**src/rtl/activation_cache_arbiter.sv**
```systemverilog
// activation_cache_arbiter
// Shares one 5-way activation cache between NREQ requesters. Requester 0 is the
// layer-output writer and the rest are PE activation readers. The arbiter grants
// round-robin, drives the cache pins for the 2-cycle access, enforces the cache's
// sequencing rules and returns read data or write status to the granted requester.
//
// Optional feature: define ACT_CACHE_ARB_PRIORITY_EN to make requester 0 win whenever
// it is eligible. The rr pointer then rotates over requesters 1..NREQ-1 only.
//
// Ports
//   clk, reset            clock, synchronous active-high reset
//   req_valid/rw/addr/wdata  per-requester request (rw: 1 = read, 0 = write)
//   req_ready             one-hot grant pulse (combinational accept)
//   rsp_valid/data/full   one-hot completion pulse, read data, write rejected (set full)
//   cache_*               cache request/read_write/address/activation pins
//   busy                  access in flight (A1/A2/GAP)
//   error                 sticky fault flag, cleared only by reset
module activation_cache_arbiter #(
  parameter int unsigned NREQ          = 4,
  parameter int unsigned ADDRESS_WIDTH = 21,
  parameter int unsigned WORD_SIZE     = 16
) (
  input  logic                          clk,
  input  logic                          reset,
  input  logic [NREQ-1:0]               req_valid,
  input  logic [NREQ-1:0]               req_rw,
  input  logic [NREQ*ADDRESS_WIDTH-1:0] req_addr,
  input  logic [NREQ*WORD_SIZE-1:0]     req_wdata,
  output logic [NREQ-1:0]               req_ready,
  output logic [NREQ-1:0]               rsp_valid,
  output logic [WORD_SIZE-1:0]          rsp_data,
  output logic                          rsp_full,
  output logic                          cache_request,
  output logic                          cache_read_write,
  output logic [ADDRESS_WIDTH-1:0]      cache_address,
  output logic [WORD_SIZE-1:0]          cache_activation_in,
  input  logic [WORD_SIZE-1:0]          cache_activation_out,
  input  logic                          cache_valid,
  input  logic                          cache_error,
  output logic                          busy,
  output logic                          error
);

  localparam int unsigned IW = (NREQ > 1) ? $clog2(NREQ) : 1;

  typedef enum logic [2:0] {
    S_IDLE  = 3'd0,
    S_A1    = 3'd1,
    S_A2    = 3'd2,
    S_GAP   = 3'd3,
    S_FAULT = 3'd4
  } state_t;

  state_t                   state;
  logic                     primed;
  logic [IW-1:0]            rr_ptr;
  logic [IW-1:0]            lat_id;
  logic                     lat_rw;
  logic [ADDRESS_WIDTH-1:0] lat_addr;
  logic [WORD_SIZE-1:0]     lat_wdata;

  // Unpacked views of the packed request buses
  logic [ADDRESS_WIDTH-1:0] addr_arr  [NREQ];
  logic [WORD_SIZE-1:0]     wdata_arr [NREQ];

  for (genvar g = 0; g < NREQ; g++) begin : g_unpack
    assign addr_arr[g]  = req_addr[g*ADDRESS_WIDTH +: ADDRESS_WIDTH];
    assign wdata_arr[g] = req_wdata[g*WORD_SIZE +: WORD_SIZE];
  end

  // A write finishing cleanly this cycle primes reads, so a read may win the same A2
  logic            write_ok;
  logic            primed_eff;
  logic [NREQ-1:0] elig;

  assign write_ok   = (state == S_A2) && !lat_rw && cache_valid;
  assign primed_eff = primed || write_ok;
  assign elig       = req_valid & (~req_rw | {NREQ{primed_eff}});

  // Arbitration: first eligible requester from rr_ptr upward
  logic          found;
  logic [IW-1:0] win;

  always_comb begin
    int unsigned idx;
    found = 1'b0;
    win   = '0;
    idx   = 0;
`ifdef ACT_CACHE_ARB_PRIORITY_EN
    if (elig[0]) begin
      found = 1'b1;
    end
`endif
    for (int unsigned k = 0; k < NREQ; k++) begin
      idx = (32'(rr_ptr) + k) % NREQ;
`ifdef ACT_CACHE_ARB_PRIORITY_EN
      if (!found && (idx != 0) && elig[IW'(idx)]) begin
        found = 1'b1;
        win   = IW'(idx);
      end
`else
      if (!found && elig[IW'(idx)]) begin
        found = 1'b1;
        win   = IW'(idx);
      end
`endif
    end
  end

  // Pointer value after granting win
  logic [IW-1:0] ptr_nxt;

  always_comb begin
    ptr_nxt = rr_ptr;
`ifdef ACT_CACHE_ARB_PRIORITY_EN
    if (win != '0) begin
      if (32'(win) + 1 >= NREQ) ptr_nxt = IW'(1);
      else                      ptr_nxt = win + IW'(1);
    end
`else
    if (32'(win) + 1 >= NREQ) ptr_nxt = '0;
    else                      ptr_nxt = win + IW'(1);
`endif
  end

  // Grant qualification: read->write needs a bubble; a cache error suppresses grants
  logic win_rw;
  logic turn_block;
  logic grant;

  assign win_rw     = req_rw[win];
  assign turn_block = (state == S_A2) && lat_rw && !win_rw;
  assign grant      = found && !turn_block && !cache_error &&
                      ((state == S_IDLE) || (state == S_A2) || (state == S_GAP));

  assign req_ready = grant ? (NREQ'(1) << win) : '0;

  // Cache pins: a write into a full set is withdrawn during A2 so the cache idles
  assign cache_request       = (state == S_A1) ||
                               ((state == S_A2) && !(!lat_rw && !cache_valid));
  assign cache_read_write    = ((state == S_A1) || (state == S_A2)) ? lat_rw : 1'b1;
  assign cache_address       = lat_addr;
  assign cache_activation_in = lat_wdata;
  assign busy                = (state == S_A1) || (state == S_A2) || (state == S_GAP);

  // Controller state, request latch and registered response
  always_ff @(posedge clk) begin
    if (reset) begin
      state     <= S_IDLE;
      primed    <= 1'b0;
      rr_ptr    <= '0;
      lat_id    <= '0;
      lat_rw    <= 1'b1;
      lat_addr  <= '0;
      lat_wdata <= '0;
      rsp_valid <= '0;
      rsp_data  <= '0;
      rsp_full  <= 1'b0;
      error     <= 1'b0;
    end else begin
      rsp_valid <= '0;
      rsp_full  <= 1'b0;
      if (grant) begin
        lat_id    <= win;
        lat_rw    <= win_rw;
        lat_addr  <= addr_arr[win];
        lat_wdata <= wdata_arr[win];
        rr_ptr    <= ptr_nxt;
      end
      if (cache_error) begin
        state <= S_FAULT;
        error <= 1'b1;
      end else begin
        case (state)
          S_IDLE: if (grant) state <= S_A1;
          S_A1:   state <= S_A2;
          S_A2: begin
            rsp_valid <= NREQ'(1) << lat_id;
            rsp_data  <= lat_rw ? cache_activation_out : '0;
            rsp_full  <= !lat_rw && !cache_valid;
            if (write_ok) primed <= 1'b1;
            if (grant)                   state <= S_A1;
            else if (found && turn_block) state <= S_GAP;
            else                         state <= S_IDLE;
          end
          S_GAP:   state <= grant ? S_A1 : S_IDLE;
          S_FAULT: state <= S_FAULT;
          default: state <= S_FAULT;
        endcase
      end
    end
  end

endmodule

```
**config.mk**
```make
export PLATFORM = sky130hd
export DESIGN_NAME = activation_cache_arbiter
export DESIGN_NICKNAME = d
export VERILOG_FILES = /design/src/rtl/activation_cache_arbiter.sv
export SDC_FILE = /design/constraint.sdc
export NUM_CORES = 1
export LEC_CHECK = 0
export CORE_MARGIN = 2
export CORE_UTILIZATION = 30
export DETAILED_ROUTE_END_ITERATION = 8
export PLACE_DENSITY = 0.66
export SETUP_SLACK_MARGIN = 0.1
export SYNTH_ARGS = -nofsm -noshare
export SYNTH_HDL_FRONTEND = slang
export SYNTH_SLANG_ARGS = --single-unit
```
**constraint.sdc**
```tcl
create_clock -name clk -period 2.8 [get_ports clk]
set_clock_uncertainty 0.2 [all_clocks]
set_input_delay 0.28 -clock clk [delete_from_list [all_inputs] [get_ports clk]]
set_output_delay 0.28 -clock clk [all_outputs]
set_load 0.005 [all_outputs]
```
* Yosys cells after proc, flatten, opt, wreduce, memory -nomap -nowiden
Cells that the tools add are included.
** Storage, ports and cells
- Register bits after elaboration :: 68
- Memory bits (writable) :: 0
- Input port bits :: 176
- Bits in read-only memories :: 0
- Bits in latches :: 0
- Logic and storage cells :: 104
- Memories kept :: 0
- Output and inout port bits :: 66
** Operators by class
- $lt $le $gt $ge :: 7
- Equality and inequality tests :: 5
- Bitwise logic cells :: 6
- $add $sub $neg :: 5
- Shifts and indexed selects :: 2
- $mul :: 0
- Reductions and logical operators :: 33
- Div/mod/pow operators :: 0
- Multiplexer cells :: 34
** Operator list (count)
- $mux W16 :: 3
- $bmux W21 S2 :: 1
- $mux W21 :: 2
- $bmux W16 S2 :: 1
- $lt A2 B3 Y1 const B :: 5
- $mux W2 :: 7
- $logic_and A1 B1 Y1 :: 13
- $pmux W3 S4 :: 1
- $mux W1 :: 11
- $bmux W1 S2 :: 5
- $logic_not A1 Y1 :: 9
- $shl A1 B2 Y4 const A :: 2
- $eq A3 B2 Y1 const B :: 2
- $ge A3 B3 Y1 const B :: 2
- $logic_or A1 B1 Y1 :: 6
- $mux W3 :: 2
- $add A2 B1 Y2 const B :: 2
- $add A2 B2 Y2 const B :: 2
- $and A4 B4 Y4 :: 1
- $mux W4 :: 1
- $not A4 Y4 :: 1
- $or A4 B4 Y4 :: 1
- $add A2 B1 Y3 const B :: 1
- $eq A3 B1 Y1 const B :: 1
- other kinds (9) :: 10

* Depth between registers and ports, before layout
Gate-level depths: netlist of run 1.
- Depth after elaboration :: 29
- Gate-level depth with buffers :: 12
- Depth with buffers taken out :: 8

* Worst setup path after synthesis of run 1
OpenSTA, ideal clock, no wires.
- Kind :: register to output
- From :: reg state[2]
- To :: out req_ready[0]
- Data required time :: 2.320 ns
- Path slack :: 0.127 ns
- Arrival :: 2.193 ns
- Stages on the path, launching flop included :: 11
- Cell sequence :: dfxtp_1 > buf_2 > nor3b_4 > a221o_1 > o2bb2ai_1 > o22a_1 > buf_4 > o2111ai_4 > nand3_4 > buf_4 > nor2_1
** Between the ends
- Cells in the longest elaborated chain, start to end :: 27
- Elaborated cells on any way between the ends :: 43
- Classes of those cells :: eq/ne: 2; shift: 1; mux: 19; bitwise: 2; reduce/logical: 19
** Ends and longest elaborated chain
- start: declaration :: line 54 : state_t state;
- start signal: assignment :: line 186 : S_GAP: state <= grant ? S_A1 : S_IDLE;
- $eq A3 B2 Y1 :: line 76, 132, 134
- $logic_and A1 B1 Y1 (2 in series) :: line 76 : assign write_ok = (state == S_A2) && !lat_rw && cache_valid;
- $logic_or A1 B1 Y1 :: line 77 : assign primed_eff = primed || write_ok;
- $or A4 B4 Y4 :: line 78 : assign elig = req_valid & (~req_rw | {NREQ{primed_eff}});
- $and A4 B4 Y4 :: line 78
- $bmux W1 S2 :: line 102 : if (!found && elig[IW'(idx)]) begin
- $mux W1 (not written as such) :: line 102
- $mux W1 :: line 102
- [8 not listed]
- $mux W2 :: line 102
- $bmux W1 S2 :: line 131 : assign win_rw = req_rw[win];
- $mux W1 (not written as such) :: line 131
- $logic_not A1 Y1 :: line 132 : assign turn_block = (state == S_A2) && lat_rw && !win_rw;
- $logic_and A1 B1 Y1 :: line 132
- $logic_not A1 Y1 :: line 133 : assign grant = found && !turn_block && !cache_error &&
- $logic_and A1 B1 Y1 (3 in series) :: line 133
- $mux W4 * :: line 136 : assign req_ready = grant ? (NREQ'(1) << win) : '0;
- end: declaration :: line 29 : output logic [NREQ-1:0] req_ready,
Mark *: on every way between the ends. The rest lies on a longest branch, timed or not. The select of a mux whose other input is x is not followed.

* Final worst setup path of run 1
- From :: reg state[2]
- To :: out req_ready[1]
** Between the ends
- Cells in the longest elaborated chain, start to end :: 27
- Elaborated cells on any way between the ends :: 43
- Classes of those cells :: eq/ne: 2; shift: 1; mux: 19; bitwise: 2; reduce/logical: 19
** Ends and longest elaborated chain
- $eq A3 B2 Y1 * :: line 76
- $logic_and A1 B1 Y1 * (2 in series) :: line 76
- $logic_or A1 B1 Y1 * :: line 77
- $or A4 B4 Y4 * :: line 78
- $and A4 B4 Y4 * :: line 78
- $bmux W1 S2 :: line 102
- $mux W1 (not written as such) :: line 102
- $mux W1 :: line 102
- [9 not listed]
- net win[1] :: line 82 : logic [IW-1:0] win;
- $bmux W1 S2 :: line 131
- $mux W1 (not written as such) :: line 131
- $logic_not A1 Y1 :: line 132
- $logic_and A1 B1 Y1 :: line 132
- $logic_not A1 Y1 :: line 133
- $logic_and A1 B1 Y1 (3 in series) :: line 133
- $mux W4 * :: line 136
Mark *: on every way through the listed nets, which the timed path passes. The rest lies on a longest branch. The select of a mux whose other input is x is not followed.

==> run summary, run 1 <==
Status - finished with violations
Failing checks - negative setup slack
Post-synth cell types - 52
WL per Instance - 18.80 µm
Max-slew violations - 0
RSZ-0062 raised after global routing - true
Leak - 3.258 nW
Mux cell area share after synthesis - 0.08766
Fin util - 0.5684
Synth Area per Inst - 8.315 µm²
Count leader, synth - nand2_1
Area leader, netlist - dfxtp_1
Max Root-Sink Buffers - 2
Ant. Diodes - 0
CTS buffer count - 9
Asr flop ratio synth - 0
Initial Util - 0.3072
I/O Buffers - 241
Initial antenna violation count - 0
CTS tree - done
Post-synthesis simple-gate area fraction - 0.1884
Die area - 15930 µm²
Core Area - 14590 µm²
Layout cells sized above 1 - 0.2264
# nets final - 1002
Syn Nets - 720
Fmax achieved - 316.5 MHz
Final setup margin - -0.3598 ns
Top-area cell type share of the netlist area - 0.3037
First-pass GRT wire length - 29.19 mm
Root Buffer Master - clkbuf_16
Max Cap Viol - 0
CTS Sinks - 68
Row Count - 44
Mapped cell area - 4482 µm²
Clock-pin slew on the worst setup and hold paths - 0.06 ns
Slowest stage delay, CP - 0.34 ns
Final cycle utilization of the critical path - 1.128
Die W - 126.2 µm
GR Util All Layers - 0.2266
Hold Vio Cnt, Final - 0
Register bit total from synthesis - 68
Setup Crit Path Kind - reg -> out
CP Cell Sequence - nor3b_4, buf_6, a221oi_2, buf_4, a222oi_1, buf_4, o21ai_4, inv_4, o2111ai_4, nand3_4, buf_6, nor2_4, buf_2
XOR/XNOR Fraction of Synth Area - 0
Worst slack, placed - -0.8178 ns
Top FF cell, synth - dfxtp_1
Gr ovfl total - 0
Post-CTS Hold Buffers - 0
Largest family of logic cells by synthesized area - compound AO/OA/AOI/OAI gates
Die Span Y - 126.2 µm
Max_slew headroom - 0.5007
Post-DRT Antenna Nets - 0
Synth cell count leaders - nand2_1, dfxtp_1
Synth Area in Compound Gates - 0.3303
Mapped Cells - 539
CTS H-tree depth - 3
PD cells - 441.3 nW/µm²
DRC viols - 0
DP HPWL - 13.22 mm
Total power - 0.003659 W
Area contributors post-synth - dfxtp_1, nand2_1, o221a_2
Adder-cell share of the synthesized area - 0.01396
Number of global-route vias before repair - 5537
Data arrival, critical path - 2.68 ns
Worst-Margin Slew - 0.7490 ns
VDD IR max - 0.2385 mV
Largest net degree at the start of global routing - 35
Ports - 242
Number of synthesized flops with an enable pin - 0
DR vias - 5503
Placer Congestion - 0.8838
Startpoint Class - register
Vias per cell - 5.449
Drt pass-1 iters - 4
DRT iter0 DRCs - 304
Sequential share of the synthesized area - 0.3037
YS warnings - 0
Final wirelength - 18.99 mm
Critical Path Sink Type - primary output
CP max stage cell - dfxtp_2
Period minus WS final - 3.160 ns
Setup violators final - 45
Worst hold path class - in -> reg
Syn-to-layout area delta - 85.01%
Crit path max fanout - 5
CP required - 2.32 ns
Clk Latency, worst-skew pair - 0.34 ns
Fillers - 1289
==> area by class of cell <==
type | instances | area (µm²) | area share
tap | 184 | 230.2 | 0.02777
timing repair buffer | 331 | 3317 | 0.4000
inverter | 13 | 63.81 | 0.007696
multi-input combinational | 398 | 2963 | 0.3573
clock inverter | 7 | 123.9 | 0.01494
clock buffer | 9 | 225.2 | 0.02716
sequential | 68 | 1369 | 0.1651
==> per-stage QoR <==
step | area [µm²] | hold WS (ns) | TNS (ns) | std cells
floorplan | 4482 | 0.1587 | 0 | 539
global placement | 7323 | 0.2382 | -23.56 | 962
detailed placement | 7323 | 0.2454 | -28.06 | 962
CTS | 7986 | 0.2342 | -5.866 | 995
global route | 8292 | 0.2623 | -14.43 | 1010
finish | 8292 | 0.2437 | -8.849 | 1010
==> sequential cells by signal, indices dropped and copies added, names as in the netlist, 2 cells and up <==
register / flops
cache_address: 21
lat_id: 2
rsp_data: 16
cache_activation_in: 16
state: 3
rr_ptr: 2
rsp_valid: 4
==> cells by family after synthesis <==
kind of cell / count (synthesis)
mux: 39
compound gates: 165
buf+inv: 73
flops: 68
simple gates: 189
fa+ha+maj: 5
==> critical path: cells and delay by family (launching register included) <==
kind | cells | cell delay (ns)
AND/OR/NAND/NOR | 3 | 0.53
flip-flops | 1 | 0.34
buffers and inverters | 6 | 0.85
AO/OA/AOI/OAI | 4 | 0.61
==> per-layer routing <==
metal,part of all wire,wire length [µm],track usage
met5,0,0,0
met1,0.41,7736,0.2799
met3,0.078,1488,0.05310
met2,0.49,9367,0.3865
met4,0.021,394,0.07886
==> worst paths after layout <==
kind,startpoint,to,depth (start not counted),slack [ns]
worst min register to register,rsp_data[9],rsp_data[9],2,0.25
worst max register to register,state[2],cache_address[18],17,-0.28
worst max-delay path,state[2],req_ready[1],13,-0.36
worst min-delay path,cache_valid,rsp_full,3,0.24
==> power breakdown <==
part	internal [W]	switching, W
Combinational	0.000711	0.000537
Clock	0.000877	0.000472
Sequential	0.00103	0.0000377
Total	0.00261	0.00105
==> cell usage in the layout (no fill, tap or decap), types with 4 or more instances in the layout <==
master and count:
buf_12 6, clkdlybuf4s50_1 234, buf_2 5, a311o_1 37, nand2_1 131, nor2_1 10
dfxtp_1 64, ha_1 4, inv_1 9, buf_4 58, a211oi_1 35, nand3_1 16
mux2i_1 36, o221a_2 37, clkbuf_16 11, nor2b_1 7, buf_6 20, a21oi_1 22
==> what timing repair did <==
action / CTS / global route
pin swaps: 11 / 13
setup buffers: 14 / 13
setup endpoints to repair: 47 / 48
gates cloned: 3 / 2
gates resized for setup: 56 / 40
No activity file was read; power rests on OpenSTA's default activity.
==> run 2, diff against run 1 <==
--- a/config.mk
+++ b/config.mk
@@ -5,10 +5,12 @@
 export SDC_FILE = /design/constraint.sdc
 export NUM_CORES = 1
 export LEC_CHECK = 0
+export CAP_MARGIN = 20
 export CORE_MARGIN = 2
 export CORE_UTILIZATION = 30
 export DETAILED_ROUTE_END_ITERATION = 8
-export PLACE_DENSITY = 0.66
+export DONT_BUFFER_PORTS = 1
+export PLACE_DENSITY = 0.46
 export SETUP_SLACK_MARGIN = 0.1
 export SYNTH_ARGS = -nofsm -noshare
 export SYNTH_HDL_FRONTEND = slang
==> constraint.sdc (replaced) <==
create_clock -name clk -period 3.1 [get_ports clk]
set_clock_uncertainty 0.2 [all_clocks]
set_input_delay 0.31 -clock clk [delete_from_list [all_inputs] [get_ports clk]]
set_output_delay 0.31 -clock clk [all_outputs]
set_load 0.005 [all_outputs]
==> run summary, run 2 (synthesis gave the netlist of run 1 again) <==
DRC viols - 0 (unchanged)
Hold Path End - rsp_valid[3]
GR Util All Layers - 0.1979 (-0.02868)
R2R setup slack - 0.19 ns (+0.47 ns)
CTS tree - done
Post-DRT Antenna Nets - 0 (unchanged)
Core Area - 14590 µm² (unchanged)
Crit path max fanout - 5 (unchanged)
Syn-to-layout area delta - 25.32%
Data arrival, critical path - 2.53 ns (-0.15 ns)
CP max stage cell - a221o_2
Clock-pin slew on the worst setup and hold paths - 0.06 ns (about the same)
Worst r2r src - state[1]
Setup violators final - 0 (-100%)
Largest net degree at the start of global routing - 62 (+77%)
Vias per cell - 5.973 (+9.6%)
CTS buffer count - 9 (unchanged)
Leak - 2.152 nW (-34%)
CTS H-tree depth - 3 (unchanged)
Setup Crit Path Kind - reg -> out
Period minus WS final - 3.035 ns
Row Count - 44 (unchanged)
Drt pass-1 iters - 4 (unchanged)
CP required - 2.59 ns (+0.27 ns)
Placer Congestion - 0.8178 (-7.5%)
Ports - 242 (unchanged)
Final wirelength - 16.30 mm (-14%)
Clk Latency, worst-skew pair - 0.35 ns (about the same)
Max Cap Viol - 0 (unchanged)
Multi-input gate area - 2937 µm² (-0.89%)
Max_slew headroom - 0.4632 (-0.03747)
Worst-Margin Slew - 0.8052 ns (+0.05620 ns)
WL per Instance - 21.87 µm (+16%)
Startpoint Class - register
Hold Vio Cnt, Final - 0 (unchanged)
PD cells - 492.2 nW/µm² (+12%)
Worst hold path class - in -> reg
VDD IR max - 0.2592 mV (+8.7%)
Commonest non-fill, non-tap cell in the layout - nand2_1
Die area - 15930 µm² (unchanged)
Initial Util - 0.3072 (unchanged)
First-pass GRT wire length - 24.72 mm (-15%)
Reg area - 1365 µm² (-0.27%)
Root Buffer Master - clkbuf_16
Number of global-route vias before repair - 4431 (-20%)
Fmax achieved - 329.5 MHz
Placed Area - 4666 µm² (-36%)
DR vias - 4450 (-19%)
Launch point of the worst hold path - reset
DP HPWL - 10.69 mm (-19%)
Die W - 126.2 µm (unchanged)
# nets final - 736 (-27%)
Worst R2R End - cache_activation_in[0]
Final instance area - 5617 µm² (-32%)
Die Span Y - 126.2 µm (unchanged)
Fillers - 1493 (+16%)
CP Cell Sequence - nor3b_4, buf_6, a221o_2, a222oi_1, o21ai_4, buf_12, buf_4, ha_1, inv_2, nor2_4
Final setup margin - 0.06490 ns (+0.4247 ns)
Commonest cells after routing, fill and taps aside - nand2_1, dfxtp_1, o221a_2, a311o_1, mux2i_1
RSZ-0062 raised after global routing - true
Critical Path Sink Type - primary output
Hold path cells - 2 (-1)
Max reg flops - 21 (unchanged)
FF-to-FF path depth - 11 (-6)
Slowest stage delay, CP - 0.43 ns (+0.09 ns)
Gr ovfl total - 0 (unchanged)
Layout cells sized above 1 - 0.2321 (+0.005751)
DRT iter0 DRCs - 175 (-42%)
CTS Sinks - 68 (unchanged)
Max Root-Sink Buffers - 2 (unchanged)
Final cycle utilization of the critical path - 0.9791
Status - completed
I/O Buffers - 0 (-100%)
Max-slew violations - 0 (unchanged)
Worst slack, placed - -0.06474 ns (+0.7531 ns)
Initial antenna violation count - 0 (unchanged)
run 2: worst max-delay path by stage:
stage               startpoint                 endpoint  slack, ns  cells past startpoint
CTS                   state[1]             req_ready[1]      0.008                      9
finish                state[1]             req_ready[1]       0.06                     10
floorplan             state[2]             req_ready[0]       0.40                     10
global placement      state[1]  cache_activation_in[12]       0.07                      9
detailed placement    state[1]  cache_activation_in[11]      -0.06                      9
global route          state[1]             req_ready[1]      -0.04                     10
run 2: critical path, delay by kind of cell, from the launching register on:
kind                     cells  cell delay [ns]
adder cells (fa/ha/maj)      1             0.19
AO/OA/AOI/OAI                3             0.98
AND/OR/NAND/NOR              2             0.19
buffers and inverters        4             0.49
flip-flops                   1             0.32
run 2: timing repair:
action	4_1_cts	5_1_grt
setup buffers	14	5
hold buffers	20	0
setup endpoints to repair	39	43
pin swaps	6	7
gates resized for setup	24	18
endpoints found under the hold margin	62	0
cloned	2	1
run 2: final cells by class:
cell class,instances,share of cell area
Multi-Input combinational cell,398,0.5228
Timing Repair Buffer,65,0.1283
Sequential cell,68,0.2430
Antenna cell,1,0.0004455
Clock inverter,7,0.01470
Tap cell,184,0.04099
Clock buffer,9,0.04010
Inverter,13,0.009579
run 2: power breakdown:
part / internal (W) / switching [W] / leakage, nW
sequential: 0.000926 / 0.0000465 / 0.554
clock: 0.000634 / 0.000433 / 0.151
combinational: 0.000332 / 0.000394 / 1.45
run 2: layer usage:
layer | GRT usage | up-vias | part of all wire
li1 | - | 2067 | -
met1 | 0.2249 | 2141 | 0.40
met2 | 0.3406 | 215 | 0.49
met3 | 0.06500 | 27 | 0.083
met4 | 0.08274 | 0 | 0.022
met5 | 0 | - | 0
run 2: stage by stage:
step	power (W)	hold slack (ns)	cells	utilization	TNS [ns]
3_3_place_gp	0.001561	0.1845	686	0.3198	0
4_1_cts	0.002756	0.003493	738	0.3754	0
6_report	0.002765	0.01909	745	0.3850	0
3_5_place_dp	0.001570	0.1867	686	0.3198	-1.214
2_1_floorplan	0.001437	0.1887	539	-	0
5_1_grt	0.002902	0.004730	744	0.3848	-0.1433
